==> src/rtl/frame_decoder_if.sv <==
// Control, SRAM read port and video pins of the frame decoder.
// master = decoder side; slave = encoder/SRAM/display side.
interface frame_decoder_if;
  logic        i_start;
  logic        i_swap_req;
  logic        o_swap_ack;
  logic [19:0] o_sram_addr;
  logic        o_sram_oe;
  logic [15:0] i_sram_data;
  logic        o_hsync;
  logic        o_vsync;
  logic        o_blank_n;
  logic [7:0]  o_r;
  logic [7:0]  o_g;
  logic [7:0]  o_b;
  logic        o_disp_buf;
  logic [31:0] o_frame_counter;

  modport master (
    input  i_start, i_swap_req, i_sram_data,
    output o_swap_ack, o_sram_addr, o_sram_oe, o_hsync, o_vsync, o_blank_n,
           o_r, o_g, o_b, o_disp_buf, o_frame_counter
  );

  modport slave (
    output i_start, i_swap_req, i_sram_data,
    input  o_swap_ack, o_sram_addr, o_sram_oe, o_hsync, o_vsync, o_blank_n,
           o_r, o_g, o_b, o_disp_buf, o_frame_counter
  );
endinterface

==> src/rtl/frame_decoder.sv <==
// VGA raster scan of a double-buffered RGB565 SRAM frame store, swapping buffers in vblank.
// Latency 2 cycles counter-to-pins (colour, sync, blank); no backpressure, fixed pixel-rate fetch.
module frame_decoder #(
  parameter int          H_ACTIVE = 640,
  parameter int          H_FP     = 16,
  parameter int          H_SYNC   = 96,
  parameter int          H_BP     = 48,
  parameter int          V_ACTIVE = 480,
  parameter int          V_FP     = 10,
  parameter int          V_SYNC   = 2,
  parameter int          V_BP     = 33,
  parameter logic [19:0] FB0_BASE = 20'd0,
  parameter logic [19:0] FB1_BASE = 20'd307200
) (
  input  logic            i_clk,
  input  logic            i_rst_n,
  frame_decoder_if.master bus
);
  localparam int H_TOTAL = H_ACTIVE + H_FP + H_SYNC + H_BP;
  localparam int V_TOTAL = V_ACTIVE + V_FP + V_SYNC + V_BP;
  localparam int HW      = $clog2(H_TOTAL);
  localparam int VW      = $clog2(V_TOTAL);

  localparam logic [HW-1:0] H_LAST = HW'(H_TOTAL - 1);
  localparam logic [HW-1:0] H_ACT  = HW'(H_ACTIVE);
  localparam logic [HW-1:0] HS_BEG = HW'(H_ACTIVE + H_FP);
  localparam logic [HW-1:0] HS_END = HW'(H_ACTIVE + H_FP + H_SYNC);
  localparam logic [VW-1:0] V_LAST = VW'(V_TOTAL - 1);
  localparam logic [VW-1:0] V_ACT  = VW'(V_ACTIVE);
  localparam logic [VW-1:0] VS_BEG = VW'(V_ACTIVE + V_FP);
  localparam logic [VW-1:0] VS_END = VW'(V_ACTIVE + V_FP + V_SYNC);

  logic [HW-1:0] h_q, h_d;
  logic [VW-1:0] v_q, v_d;
  logic [19:0]   ptr_q, ptr_d;
  logic [31:0]   frame_q, frame_d;
  logic          disp_q, disp_d;
  logic          pend_q, pend_d;
  logic          ack_q;

  logic [19:0]   addr_q;
  logic          oe_q, hs1_q, vs1_q;
  logic          hsync_q, vsync_q, blank_q;
  logic [7:0]    r_q, g_q, b_q;

  logic          active, hs_n, vs_n, line_end, frame_end, swap_pt, swap_fire;
  logic [19:0]   base;
  logic [15:0]   d;

  assign d = bus.i_sram_data;

  always_comb begin
    active    = (h_q < H_ACT) && (v_q < V_ACT);
    hs_n      = !((h_q >= HS_BEG) && (h_q < HS_END));
    vs_n      = !((v_q >= VS_BEG) && (v_q < VS_END));
    line_end  = (h_q == H_LAST);
    frame_end = line_end && (v_q == V_LAST);
    swap_pt   = bus.i_start && (h_q == '0) && (v_q == V_ACT);
    swap_fire = swap_pt && (pend_q || bus.i_swap_req);
    base      = disp_q ? FB1_BASE : FB0_BASE;

    h_d     = h_q;
    v_d     = v_q;
    ptr_d   = ptr_q;
    frame_d = frame_q;
    if (!bus.i_start) begin
      // Idle: park at the origin with the pointer preloaded for a restart.
      h_d   = '0;
      v_d   = '0;
      ptr_d = base;
    end else begin
      h_d = line_end ? '0 : h_q + 1'b1;
      if (line_end) begin
        v_d = (v_q == V_LAST) ? '0 : v_q + 1'b1;
      end
      if (frame_end) begin
        ptr_d   = base;
        frame_d = frame_q + 32'd1;
      end else if (active) begin
        ptr_d = ptr_q + 20'd1;
      end
    end

    disp_d = swap_fire ? ~disp_q : disp_q;
    pend_d = swap_fire ? 1'b0 : (pend_q | bus.i_swap_req);
  end

  always_ff @(posedge i_clk or negedge i_rst_n) begin
    if (!i_rst_n) begin
      h_q     <= '0;
      v_q     <= '0;
      ptr_q   <= FB0_BASE;
      frame_q <= '0;
      disp_q  <= 1'b0;
      pend_q  <= 1'b0;
      ack_q   <= 1'b0;
      addr_q  <= FB0_BASE;
      oe_q    <= 1'b0;
      hs1_q   <= 1'b1;
      vs1_q   <= 1'b1;
      hsync_q <= 1'b1;
      vsync_q <= 1'b1;
      blank_q <= 1'b0;
      r_q     <= '0;
      g_q     <= '0;
      b_q     <= '0;
    end else begin
      h_q     <= h_d;
      v_q     <= v_d;
      ptr_q   <= ptr_d;
      frame_q <= frame_d;
      disp_q  <= disp_d;
      pend_q  <= pend_d;
      ack_q   <= swap_fire;
      if (!bus.i_start) begin
        addr_q  <= FB0_BASE;
        oe_q    <= 1'b0;
        hs1_q   <= 1'b1;
        vs1_q   <= 1'b1;
        hsync_q <= 1'b1;
        vsync_q <= 1'b1;
        blank_q <= 1'b0;
        r_q     <= '0;
        g_q     <= '0;
        b_q     <= '0;
      end else begin
        addr_q  <= ptr_q;
        oe_q    <= active;
        hs1_q   <= hs_n;
        vs1_q   <= vs_n;
        hsync_q <= hs1_q;
        vsync_q <= vs1_q;
        blank_q <= oe_q;
        // oe_q doubles as the stage-1 active bit; blanked pixels output black.
        r_q     <= oe_q ? {d[15:11], d[15:13]} : 8'd0;
        g_q     <= oe_q ? {d[10:5], d[10:9]}   : 8'd0;
        b_q     <= oe_q ? {d[4:0], d[4:2]}     : 8'd0;
      end
    end
  end

  assign bus.o_swap_ack      = ack_q;
  assign bus.o_sram_addr     = addr_q;
  assign bus.o_sram_oe       = oe_q;
  assign bus.o_hsync         = hsync_q;
  assign bus.o_vsync         = vsync_q;
  assign bus.o_blank_n       = blank_q;
  assign bus.o_r             = r_q;
  assign bus.o_g             = g_q;
  assign bus.o_b             = b_q;
  assign bus.o_disp_buf      = disp_q;
  assign bus.o_frame_counter = frame_q;
endmodule

==> src/flat_wrapper.sv <==
// flat-port wrapper written by rule: the top's interface ports become plain ports
module frame_decoder_flat 
#(
  parameter int          H_ACTIVE = 640,
  parameter int          H_FP     = 16,
  parameter int          H_SYNC   = 96,
  parameter int          H_BP     = 48,
  parameter int          V_ACTIVE = 480,
  parameter int          V_FP     = 10,
  parameter int          V_SYNC   = 2,
  parameter int          V_BP     = 33,
  parameter logic [19:0] FB0_BASE = 20'd0,
  parameter logic [19:0] FB1_BASE = 20'd307200
)
  (i_clk, i_rst_n, bus_i_start, bus_i_swap_req, bus_i_sram_data, bus_o_swap_ack, bus_o_sram_addr, bus_o_sram_oe, bus_o_hsync, bus_o_vsync, bus_o_blank_n, bus_o_r, bus_o_g, bus_o_b, bus_o_disp_buf, bus_o_frame_counter);
  frame_decoder_if bus_i ();
  input  logic i_clk;
  input  logic i_rst_n;
  input wire logic [$bits(bus_i.i_start)-1:0] bus_i_start;
  input wire logic [$bits(bus_i.i_swap_req)-1:0] bus_i_swap_req;
  input wire logic [$bits(bus_i.i_sram_data)-1:0] bus_i_sram_data;
  output wire logic [$bits(bus_i.o_swap_ack)-1:0] bus_o_swap_ack;
  output wire logic [$bits(bus_i.o_sram_addr)-1:0] bus_o_sram_addr;
  output wire logic [$bits(bus_i.o_sram_oe)-1:0] bus_o_sram_oe;
  output wire logic [$bits(bus_i.o_hsync)-1:0] bus_o_hsync;
  output wire logic [$bits(bus_i.o_vsync)-1:0] bus_o_vsync;
  output wire logic [$bits(bus_i.o_blank_n)-1:0] bus_o_blank_n;
  output wire logic [$bits(bus_i.o_r)-1:0] bus_o_r;
  output wire logic [$bits(bus_i.o_g)-1:0] bus_o_g;
  output wire logic [$bits(bus_i.o_b)-1:0] bus_o_b;
  output wire logic [$bits(bus_i.o_disp_buf)-1:0] bus_o_disp_buf;
  output wire logic [$bits(bus_i.o_frame_counter)-1:0] bus_o_frame_counter;
  assign bus_i.i_start = bus_i_start;
  assign bus_i.i_swap_req = bus_i_swap_req;
  assign bus_i.i_sram_data = bus_i_sram_data;
  assign bus_o_swap_ack = bus_i.o_swap_ack;
  assign bus_o_sram_addr = bus_i.o_sram_addr;
  assign bus_o_sram_oe = bus_i.o_sram_oe;
  assign bus_o_hsync = bus_i.o_hsync;
  assign bus_o_vsync = bus_i.o_vsync;
  assign bus_o_blank_n = bus_i.o_blank_n;
  assign bus_o_r = bus_i.o_r;
  assign bus_o_g = bus_i.o_g;
  assign bus_o_b = bus_i.o_b;
  assign bus_o_disp_buf = bus_i.o_disp_buf;
  assign bus_o_frame_counter = bus_i.o_frame_counter;
  frame_decoder #(.H_ACTIVE(H_ACTIVE), .H_FP(H_FP), .H_SYNC(H_SYNC), .H_BP(H_BP), .V_ACTIVE(V_ACTIVE), .V_FP(V_FP), .V_SYNC(V_SYNC), .V_BP(V_BP), .FB0_BASE(FB0_BASE), .FB1_BASE(FB1_BASE)) u_core (.i_clk(i_clk), .i_rst_n(i_rst_n), .bus(bus_i));
endmodule
==> config.mk <==
export PLATFORM = sky130hd
export DESIGN_NAME = frame_decoder_flat
export DESIGN_NICKNAME = d
export VERILOG_FILES = /design/src/rtl/frame_decoder_if.sv /design/src/rtl/frame_decoder.sv /design/src/flat_wrapper.sv
export SDC_FILE = /design/constraint.sdc
export NUM_CORES = 1
export LEC_CHECK = 0
export BUFFER_PORTS_ARGS = -buffer_cell sky130_fd_sc_hd__buf_4
export CAP_MARGIN = 15
export CORE_MARGIN = 4
export CORE_UTILIZATION = 50
export DETAILED_ROUTE_END_ITERATION = 10
export PLACE_DENSITY = 0.79
export SLEW_MARGIN = 40
export SYNTH_ARGS = -nofsm -noshare
export SYNTH_HDL_FRONTEND = slang
export SYNTH_SLANG_ARGS = --single-unit
export TNS_END_PERCENT = 5
==> constraint.sdc <==
create_clock -name i_clk -period 1.9 [get_ports i_clk]
set_input_delay 0.38 -clock i_clk [delete_from_list [all_inputs] [get_ports i_clk]]
set_output_delay 0.38 -clock i_clk [all_outputs]
set_load 0.02 [all_outputs]
Word-level counts from Yosys, hierarchy flattened
Index checks and enable logic that the tools add are counted.

cells by class
  add/subtract/negate cells = 4
  order comparisons = 6
  equality and inequality tests = 5
  muxes and demuxes = 23
  bitwise logic cells = 2
  reduce and logical (&&, ||, !) cells = 12

operator list
  operator                 count
  $mux W20                 4
  $mux W10                 5
  $mux W8                  6
  $add A32 B1 Y32 const B  1
  $add A10 B1 Y10 const B  2
  $add A20 B1 Y20 const B  1
  $eq A10 B10 Y1 const B   2
  $lt A10 B10 Y1 const B   2
  $lt A10 B9 Y1 const B    2
  $mux W19                 1
  $eq A10 B9 Y1 const B    1
  $ge A10 B10 Y1 const B   1
  $ge A10 B9 Y1 const B    1
  $logic_not A10 Y1        1
  $logic_and A1 B1 Y1      7
  $mux W1                  7
  $ne A3 B1 Y1 const B     1
  $logic_not A1 Y1         2
  $ne A2 B1 Y1 const B     1
  $reduce_and A2 Y1        1
  $logic_or A1 B1 Y1       1
  $not A1 Y1               1
  $or A1 B1 Y1             1

word-level totals
  register bits = 125
  word-level logic and storage cells = 69

Longest topological paths before layout
  word-level depth = 5
  depth in mapped cells = 8
  gate-level depth less buffers = 7

Worst setup path before layout
No wires, ideal clock.

  path type = register to register
  start = register u_core.h_q[6]
  end = register u_core.frame_q[3], in the netlist u_core.bus.o_frame_counter[3]
  arrival = 1936 ps
  data required time = 1768 ps
  setup slack = -168 ps
  stages on the path, launching flop included = 8
  path buffers = 2
  path through = dfrtp_1 buf_6 or4b_4 or3_4 nor2_4 buf_6 nand4_1 xnor2_1

between the ends
  longest elaborated chain between the ends = 3

ends and longest elaborated chain
  element                             RTL line              source
  from (decl)                         frame_decoder.sv:33   logic [HW-1:0] h_q, h_d;
  from (signal assigned)              frame_decoder.sv:90   h_q <= '0;
  from (signal assigned)              frame_decoder.sv:108  h_q <= h_d;
  $eq A10 B10 Y1                      frame_decoder.sv:56   line_end = (h_q == H_LAST);
  $logic_and A1 B1 Y1                 frame_decoder.sv:57   frame_end = line_end && (v_q == V_LAST);
  $reduce_and A2 Y1 (no source line)  --
  to (signal assigned)                frame_decoder.sv:111  frame_q <= frame_d;
  to (decl)                           frame_decoder.sv:36   logic [31:0] frame_q, frame_d;

No other way between the ends.
A chain may end at the register's enable or synchronous reset.

Final worst setup path
  start = register u_core.h_q[5]
  end = register u_core.frame_q[8], in the netlist u_core.bus.o_frame_counter[8]

Same word-level chain as after synthesis.

==> results.json <==
{
  "mostFrequentLayoutCells": "163 x buf_4, 113 x dfrtp_1, 45 x nor2_1",
  "synth.avg_cell_area_um2": 10.7,
  "dp.cells": 756,
  "postRouteAntennaNets": 0,
  "drc_errors": 0,
  "cp.arrival_ps": 2510,
  "worst_slack_ps": -180,
  "synth_area_leaders": "dfrtp_1 55%, xor2_1 5.6%, xnor2_1 4.7%",
  "die_w_um": 110,
  "ir_drop_mv": 0.498,
  "overflow": 0,
  "violations": "negative setup slack",
  "clockBufferDepth": 2,
  "power-per-cell-area_nw_per_um2": 786,
  "outcome": "complete, but fails checks",
  "start_util_pct": 52.1,
  "setup_viol": 44,
  "synth_warnings": 0,
  "netlist_area_um2": 5180,
  "clock_latency_ps": 510,
  "synth-adder-area-share_pct": 1.45,
  "yosysUniqueCellTypes": 46,
  "synth_seq_cells": 117,
  "cts_tree": "yes",
  "critPathCaptureType": "flip-flop",
  "yosys.area_share.simple_pct": 24.9,
  "mostFrequentLayoutCell": "buf_4",
  "die_area_um2": 12100,
  "max_cap_violations": 0,
  "syn_nets": 510,
  "synth_area_leader_cell": "dfrtp_1",
  "drt_wl_total_um": 12700,
  "grt.total_usage_pct": 21.8,
  "post_drt_via_cell_ratio": 5.42,
  "dr_total_vias": 4306,
  "synthCells": 484,
  "cts_sinks": 117,
  "final_layout_size_suffix_gt1_share_pct": 36.0,
  "drt_pass1_iterations": 5,
  "antennaDiodeCount": 0,
  "fillers": 666,
  "dp_hpwl_um": 8420,
  "cts_buffers": 17,
  "grt_setup_unrepaired": "yes",
  "final_nets": 675,
  "pin_count": 102,
  "synth_top_family_by_area": "simple AND/OR/NAND/NOR gates",
  "die_y_um": 110,
  "maxSlewViolCount": 0,
  "finalCritPeriodShare_pct": 109,
  "min_period_ps": 2080,
  "tightest_slew_ps": 549,
  "worstSetupPathType": "flip-flop to flip-flop",
  "ys_seq_area_share_pct": 56.6,
  "multi_input_area_um2": 2210,
  "cts_max_level": 4,
  "io_buffers": 101,
  "synth_compound_area_share_pct": 2.82,
  "layout.cells.non_filler": 795,
  "hold_class": "primary input to flip-flop",
  "post-route-util_pct": 73.0,
  "grt_start_max_net_pins": 46,
  "num_rows": 36,
  "clock_skew_ps": 6.41,
  "synth_mux_area_share_pct": 0,
  "seqCellArea_um2": 2930,
  "grt_pass1_wl_um": 20500,
  "antenna_found_initial": 0,
  "yosysTopAreaCellShare_pct": 54.5,
  "drt_iter0_markers": 283,
  "drt-wirelength-per-cell_um": 15.9,
  "grt_pass1_vias": 4496,
  "maxSlewHeadroom_pct": 63.0,
  "cp-start-kind": "flip-flop",
  "min_path_cells": 3,
  "place_congestion": 0.874,
  "required_ps": 2330,
  "clkTransAtPathRegs_ps": 60,
  "fmax_ghz": 0.481,
  "hold_viol": 0,
  "worstPathMaxFanout": 7,
  "cts_root_buffer": "clkbuf_8",
  "core_area_um2": 9950,
  "syn2layout_area_growth_pct": 40.2,
  "yosys.area_share.xor_xnor_pct": 10.3,
  "power.leakage_nw": 3.62,
  "r2r_cells": 6
}
[critical path: stages (launching register included)]
cell and delay, ps:
dfrtp_1 390, or4b_4 590, nor3_4 300, buf_4 190, nand2_4 100, nor4_4 280, xor2_1 160
[power breakdown]
part	switching [W]	internal (W)	total (W)
sequential	0.0000193	0.00252	0.00254
clock	0.00106	0.00183	0.00289
combinational	0.000160	0.000121	0.000281
[state kept, by name (all words and copies together) (netlist names)]
name	flops
u_core.bus.o_blank_n	1
u_core.h_q	10
u_core.bus.o_vsync	1
u_core.bus.o_sram_addr	20
u_core.bus.o_g	6
u_core.hs1_q	1
u_core.bus.o_disp_buf	1
u_core.v_q	10
u_core.bus.o_sram_oe	1
u_core.pend_q	1
u_core.ptr_q	20
u_core.bus.o_b	5
u_core.bus.o_frame_counter	32
u_core.bus.o_swap_ack	1
u_core.bus.o_r	5
u_core.bus.o_hsync	1
u_core.vs1_q	1
[metrics by stage]
stage          total power [W]  TNS (ps)  instance area [µm²]  hold WS (ps)  setup slack [ps]
2_1_floorplan          0.00269     -3570                 5180          84.4              -128
3_3_place_gp           0.00285     -1890                 6480           366              -151
3_5_place_dp           0.00286     -3300                 6480           372              -163
4_1_cts                0.00575     -1170                 7130          89.1              -112
5_1_grt                0.00594     -7110                 7270          90.0              -308
6_report               0.00572     -3070                 7270           114              -180
[worst paths after layout]
kind / slack (ps) / start / end
hold reg to reg: 480 / u_core.hs1_q$_DFF_PN1_ / u_core.bus.o_hsync$_DFF_PN1_
setup / recovery: -180 / u_core.h_q[5]$_DFF_PN0_ / u_core.bus.o_frame_counter[8]$_DFFE_PN0P_
hold / removal: 110 / bus_i_swap_req / u_core.pend_q$_DFF_PN0_
setup reg to reg: -180 / u_core.h_q[5]$_DFF_PN0_ / u_core.bus.o_frame_counter[8]$_DFFE_PN0P_
max in group asynchronous: 880 / i_rst_n / u_core.bus.o_vsync$_DFF_PN1_
min in group asynchronous: 380 / i_rst_n / u_core.bus.o_disp_buf$_DFFE_PN0P_
[timing repair]
| item | CTS | global route |
|---|---|---|
| buffers inserted | 3 | 3 |
| endpoints found under the hold margin | 32 | 0 |
| pin swaps | 10 | 20 |
| gates resized for setup | 15 | 23 |
| hold buffers | 1 | 0 |
| cloned | 0 | 0 |
| endpoints found under the setup margin | 55 | 64 |
[area by class of cell]
cell class,instances,share of cell area (%)
multi-input combinational,327,30.4
timing repair buffer,172,18.7
inverter,14,0.723
tap,133,2.29
clock buffer,25,6.52
clock inverter,7,0.998
sequential,117,40.3
[cells in the mapped netlist, drive strengths merged]
library cell / number
dfrtp: 113
nor2: 47
nand2: 40
xor2: 33
nand3: 29
xnor2: 28
and2: 25
nand4: 23
and3: 22
buf: 17
nor3: 17
inv: 14
o21ai: 10
clkbuf: 9
nor4: 9
or3: 9
ha: 6
a21oi: 5
dfstp: 4
and4: 3
nand3b: 3
or4b: 3
nand2b: 2
o31ai: 2
a41oi: 1
and4bb: 1
nor2b: 1
nor3b: 1
nor4b: 1
nor4bb: 1
o211ai: 1
o21a: 1
o221ai: 1
o22ai: 1
o32ai: 1
[routing by layer]
layer	part of all wire [%]	track usage [%]	vias to the layer above
met5	0	0	-
met1	40	26.2	2094
met4	2.2	10.3	0
met2	51	36.0	201
li1	-	-	1970
met3	7.1	6.11	41
[logic make-up after synthesis]
kind of cell               count (synthesis)
AOI/OAI and AO/OA                         23
DFF                                      117
adders and majority gates                  6
and+or+nand+nor                          237
xor gates and xnor gates                  61
buffers and inverters                     40
No activity file was read; power rests on OpenSTA's default activity.
